**config.mk**
```make
export PLATFORM = sky130hd
export DESIGN_NAME = uart_rx_fifo
export DESIGN_NICKNAME = d
export VERILOG_FILES = /design/src/rtl/uart_rx_fifo.sv
export SDC_FILE = /design/constraint.sdc
export NUM_CORES = 1
export LEC_CHECK = 0
export ABC_CLOCK_PERIOD_IN_PS = 8900
export CORE_UTILIZATION = 40
export CTS_CLUSTER_SIZE = 20
export DETAILED_ROUTE_END_ITERATION = 6
export PLACE_DENSITY = 0.73
export SYNTH_ARGS = -nofsm -noshare
export SYNTH_HDL_FRONTEND = slang
export SYNTH_SLANG_ARGS = --single-unit
export TNS_END_PERCENT = 5
```
**constraint.sdc**
```tcl
create_clock -name clk -period 8.9 [get_ports clk]
set_input_delay 1.78 -clock clk [delete_from_list [all_inputs] [get_ports clk]]
set_output_delay 1.78 -clock clk [all_outputs]
set_load 0.01 [all_outputs]
```
**src/rtl/uart_rx_fifo.sv**
```systemverilog
// uart_rx_fifo: memory-mapped receive FIFO between a UART byte strobe and the
// CPU bus. Data register at BASE (load pops), status at BASE+4, control at BASE+8.
// Handshake: rx_valid is a one-cycle push strobe with no back-pressure; a byte
// arriving while full (and not popped that cycle) is dropped and flagged in the
// sticky overflow bit. rd/wr are single-cycle bus strobes; rdata is combinational.
module uart_rx_fifo #(
  parameter int          DEPTH = 16,
  parameter logic [31:0] BASE  = 32'h40000024
) (
  input  logic        clk,
  input  logic        reset,
  input  logic [7:0]  rx_data,
  input  logic        rx_valid,
  input  logic        rd,
  input  logic        wr,
  input  logic [31:0] addr,
  input  logic [31:0] wdata,
  output logic [31:0] rdata,
  output logic        irq
);

  localparam int AW = (DEPTH > 1) ? $clog2(DEPTH) : 1;
  localparam int CW = AW + 1;
  localparam logic [CW-1:0] FULL_CNT  = CW'(DEPTH);
  localparam logic [31:0]   STAT_ADDR = BASE + 32'd4;
  localparam logic [31:0]   CTRL_ADDR = BASE + 32'd8;

  logic [7:0]    mem [DEPTH];
  logic [AW-1:0] head_q, head_d, tail_q, tail_d;
  logic [CW-1:0] count_q, count_d;
  logic          ovf_q, ovf_d;
  logic          irq_en_q, irq_en_d;
  logic [7:0]    thr_q, thr_d;
  logic          irq_q, irq_d;

  logic hit_data, hit_stat, hit_ctrl;
  logic full, empty, pop, push, flush, ovf_evt;

  // Bits of wdata that no register field uses.
  logic unused_wdata;
  assign unused_wdata = ^{wdata[31:16], wdata[7:3], wdata[1]};

  // Decode bus strobes into FIFO events; flush discards a same-cycle push and pop.
  always_comb begin
    hit_data = (addr == BASE);
    hit_stat = (addr == STAT_ADDR);
    hit_ctrl = (addr == CTRL_ADDR);
    full     = (count_q == FULL_CNT);
    empty    = (count_q == '0);
    flush    = wr && hit_data && wdata[0];
    pop      = rd && hit_data && !empty && !flush;
    push     = rx_valid && (!full || pop) && !flush;
    ovf_evt  = rx_valid && full && !pop && !flush;
  end

  // Next-state for pointers, count, overflow, control and the registered irq.
  always_comb begin
    head_d   = head_q;
    tail_d   = tail_q;
    count_d  = count_q;
    ovf_d    = ovf_q;
    irq_en_d = irq_en_q;
    thr_d    = thr_q;
    irq_d    = 1'b0;

    if (flush) begin
      head_d  = '0;
      tail_d  = '0;
      count_d = '0;
    end else begin
      if (push) tail_d = tail_q + AW'(1);
      if (pop)  head_d = head_q + AW'(1);
      case ({push, pop})
        2'b10:   count_d = count_q + CW'(1);
        2'b01:   count_d = count_q - CW'(1);
        default: count_d = count_q;
      endcase
    end

    // A same-cycle overflow event beats the software clear.
    if (wr && hit_stat && wdata[2]) ovf_d = 1'b0;
    if (ovf_evt) ovf_d = 1'b1;

    if (wr && hit_ctrl) begin
      irq_en_d = wdata[0];
      thr_d    = (wdata[15:8] == 8'd0) ? 8'd1 : wdata[15:8];
    end

    // irq is computed from next state so it changes on the same edge as count.
    irq_d = irq_en_d && (9'(count_d) >= {1'b0, thr_d});
  end

  // State registers with synchronous active-low reset.
  always_ff @(posedge clk) begin
    if (!reset) begin
      head_q   <= '0;
      tail_q   <= '0;
      count_q  <= '0;
      ovf_q    <= 1'b0;
      irq_en_q <= 1'b0;
      thr_q    <= 8'd1;
      irq_q    <= 1'b0;
    end else begin
      head_q   <= head_d;
      tail_q   <= tail_d;
      count_q  <= count_d;
      ovf_q    <= ovf_d;
      irq_en_q <= irq_en_d;
      thr_q    <= thr_d;
      irq_q    <= irq_d;
    end
  end

  // Storage array; contents are not reset, only the write is gated.
  always_ff @(posedge clk) begin
    if (reset && push) mem[tail_q] <= rx_data;
  end

  // Combinational read mux; an empty data read returns zero.
  always_comb begin
    rdata = 32'h0;
    if (rd) begin
      if (hit_data && !empty) rdata = {24'b0, mem[head_q]};
      else if (hit_stat)      rdata = {16'b0, 8'(count_q), 4'b0, irq_q, ovf_q, full, empty};
      else if (hit_ctrl)      rdata = {16'b0, thr_q, 7'b0, irq_en_q};
    end
  end

  assign irq = irq_q;

endmodule
```
==> run_results.csv <==
group,metric,value,unit
clocking,post_cts_resized,0,
clocking,ctsHoldBuffers,0,
layout,synthToLayoutAreaGrowth,21.6,%
critical_path,end_kind,"output pin",
global_routing,grt_overflow,0,
global_routing,grt_pass1_vias,4089,
routing,ant_nets,0,
timing,finClkSkew,0.0104,ns
synthesis,ys_types,46,
outcome,outcome,"finished, final reports clean",
timing,max_freq,0.155,GHz
timing,fin_crit_sh,72.6,%
die,rows,47,
timing,hold_viol_final,0,
global_routing,grt_pass1_wl,22.5,mm
clocking,clkLatencyLatePin,0.42,ns
timing,rsz0062_at_grt,"false",
routing,highest_layer,"met4",
synthesis,netlist.area_leader.share,55.8,%
critical_path,crit_required,7.12,ns
layout,fin_cells,752,
power_and_ir_drop,finalPower,1580,uW
die,core,0.0167,sq mm
layout,antenna_cells,0,
power_and_ir_drop,p_int,1250,uW
synthesis,yosys_register_bits,156,
synthesis,synthTopCellsByCount,"edfxtp_1 (128), mux4_2 (36), nor2_1 (30), dfxtp_1 (28), buf_4 (19)",
critical_path,cp_max_fo,15,
routing,wl_met3,979,microns
clocking,cts_buffers,17,
routing,drc_errors,0,
synthesis,yosysMostFrequentCell,"edfxtp_1",
routing,dr.pass1.iters,4,
power_and_ir_drop,pwr-share-comb,4.6,%
synthesis,seq_area_frac_synth,64.0,%
layout,nets,612,
global_routing,antenna_found_initial,0,
power_and_ir_drop,pwr-share-clk,45.1,%
timing,layout_min_cycle_time,6.46,ns
routing,drt_iter0_drc,380,
die,io_pins,110,
critical_path,cp-start-kind,"primary input",
routing,via_per_inst,5.43,
routing,via_count,4086,
layout,fillCellCount,1370,
power_and_ir_drop,switchingPower,337,uW
routing,wl_per_cell,19.4,microns
place,gp_congestion,0.789,
critical_path,path_cells,"clkdlybuf4s50_1 -> and3b_1 -> nand4_1 -> o22ai_1 -> clkdlybuf4s50_1",
synthesis,synthTopCellsByArea,"edfxtp_1 (56%), mux4_2 (12%), dfxtp_1 (8.1%)",
die,start_util,41.2,%
clocking,cts_sinks,156,
clocking,post_cts_buffers,0,
timing,slew_viol_final,0,
synthesis,async_flop_share,0,%
power_and_ir_drop,seq_power_share,50.3,%
flow_run,maxCapViolCount,0,
power_and_ir_drop,vdd_drop_max,0.000127,V
routing,met1_length,5.97,mm
critical_path,worst-path-buf-inv,2,
synthesis,syn-cell-area,0.00688,sq mm
clocking,clockRootBuffer,"clkbuf_16",
power_and_ir_drop,swShare,21.3,%
clocking,cts.path.max_buffers,2,
critical_path,path_common_cell,"clkdlybuf4s50_1",
global_routing,grt_max_degree,33,
routing,routed_wl,14.6,mm
critical_path,cp.arrival,4.68,ns
clocking,clk_pin_slew_worst_paths,0.06,ns
synthesis,synth_top_cell_by_area,"edfxtp_1",
routing,wl_met2,7.45,mm
timing,tightest_slew,1.16,ns
critical_path,crit_family,"buffers and inverters",
timing,setup_viol,0,
layout,final_area,0.00837,sq mm
synthesis,ys.flop_type,"edfxtp_1",
synthesis,ys_warn_count,0,
critical_path,critPathKind,"primary input to output pin",
power_and_ir_drop,power_density,189,mW/mm^2
timing,slew_headroom,22.2,%
die,dieHeight,133,microns
place,io_buffer_count,71,
place,post_dp_cell_area,0.00779,sq mm
worst_hold_path,hold_path.class,"flop to flop",
synthesis,synth_edf_count,128,
clocking,cts_tree,"built",
place,dp_cells,721,
timing,tns,0,ns
critical_path,worst_path_max_delay_cell,"clkdlybuf4s50_1",
layout,drive_gt1_share,16.9,%
synthesis,netlist_instances,446,
global_routing,grt_usage,17.3,%
clocking,h-tree-depth,4,
synthesis,syn-mean-instance-area,15.4,sq um
critical_path,slowest_delay,0.86,ns
die,dieArea,0.0177,sq mm
die,die_w,133,microns
power_and_ir_drop,leakagePower,0.00274,uW
place,dp_hpwl,9.75,mm
==> layout by cell type (no fill, tap or decap), types with 10 or more instances in the layout <==
cell type | netlist | layout
mux4_2 | 36 | 36
nand3_1 | 17 | 17
a21oi_1 | 15 | 15
clkbuf_16 | 0 | 17
clkdlybuf4s50_1 | 0 | 71
ha_1 | 14 | 14
mux2i_1 | 17 | 17
dfxtp_1 | 28 | 27
nand2_1 | 14 | 14
buf_4 | 19 | 10
nor2b_1 | 12 | 12
edfxtp_1 | 128 | 128
conb_1 | 1 | 16
nor2_1 | 30 | 30
==> registers in the layout, summed over array words and instances, names as in the netlist, named ones only <==
register	flops
irq_en_q	1
tail_q	4
irq	1
thr_q	8
count_q	5
head_q	4
mem	128
ovf_q	1
==> power by group through the flow <==
stage | combinational (uW) | sequential, uW | clock (uW)
detailed placement | 72.4 | 813 | 0
global route | 79.6 | 797 | 753
floorplan | 36.2 | 812 | 0
finish | 72.9 | 797 | 713
CTS | 72.7 | 797 | 724
global placement | 69.1 | 812 | 0
==> per-stage QoR <==
stage | setup WS [ns] | utilization (%) | hold WS, ns
after floorplan | 3.83 | - | 0.444
after global placement | 2.55 | 46.6 | 0.456
after detailed placement | 2.50 | 46.6 | 0.485
after CTS | 2.48 | 50.1 | 0.495
after global routing | 2.28 | 50.1 | 0.519
final | 2.44 | 50.1 | 0.497
==> per-layer routing <==
metal | GRT usage [%] | up-vias
met5 | 0 | -
met4 | 6.44 | 0
met3 | 4.26 | 18
met2 | 28.9 | 177
met1 | 22.0 | 2032
li1 | - | 1859
==> final timing paths <==
path	start	endpoint	slack, ns	cells past startpoint
max	addr[2]	rdata[0]	2.44	5
min	thr_q[5]	thr_q[5]	0.50	2
max reg2reg	count_q[1]	irq	4.78	13
min reg2reg	thr_q[5]	thr_q[5]	0.50	2
==> cell families after synthesis <==
group | after synthesis | synth area share (%)
adder cells (fa/ha/maj) | 15 | 2.84
XOR/XNOR | 4 | 0.509
buffers and inverters | 48 | 4.09
flip-flops | 156 | 64.0
other | 1 | 0.0545
multiplexers | 58 | 15.1
AO/OA/AOI/OAI | 39 | 3.71
AND/OR/NAND/NOR | 125 | 9.74
==> cell type report <==
cell class	count	area, sq um	share of cell area (%)
Sequential cell	156	4410	52.6
Multi-Input combinational cell	257	2290	27.4
Timing Repair Buffer	81	786	9.39
Clock buffer	17	425	5.08
Tap cell	220	275	3.29
Clock inverter	14	160	1.91
Inverter	7	26.3	0.314
==> tightest hold or removal path: stages (launching register included) <==
cell and delay, ns:
dfxtp_1 0.32, nand2_1 0.06, o21ai_0 0.06
Power figures use the tool's default switching activity.
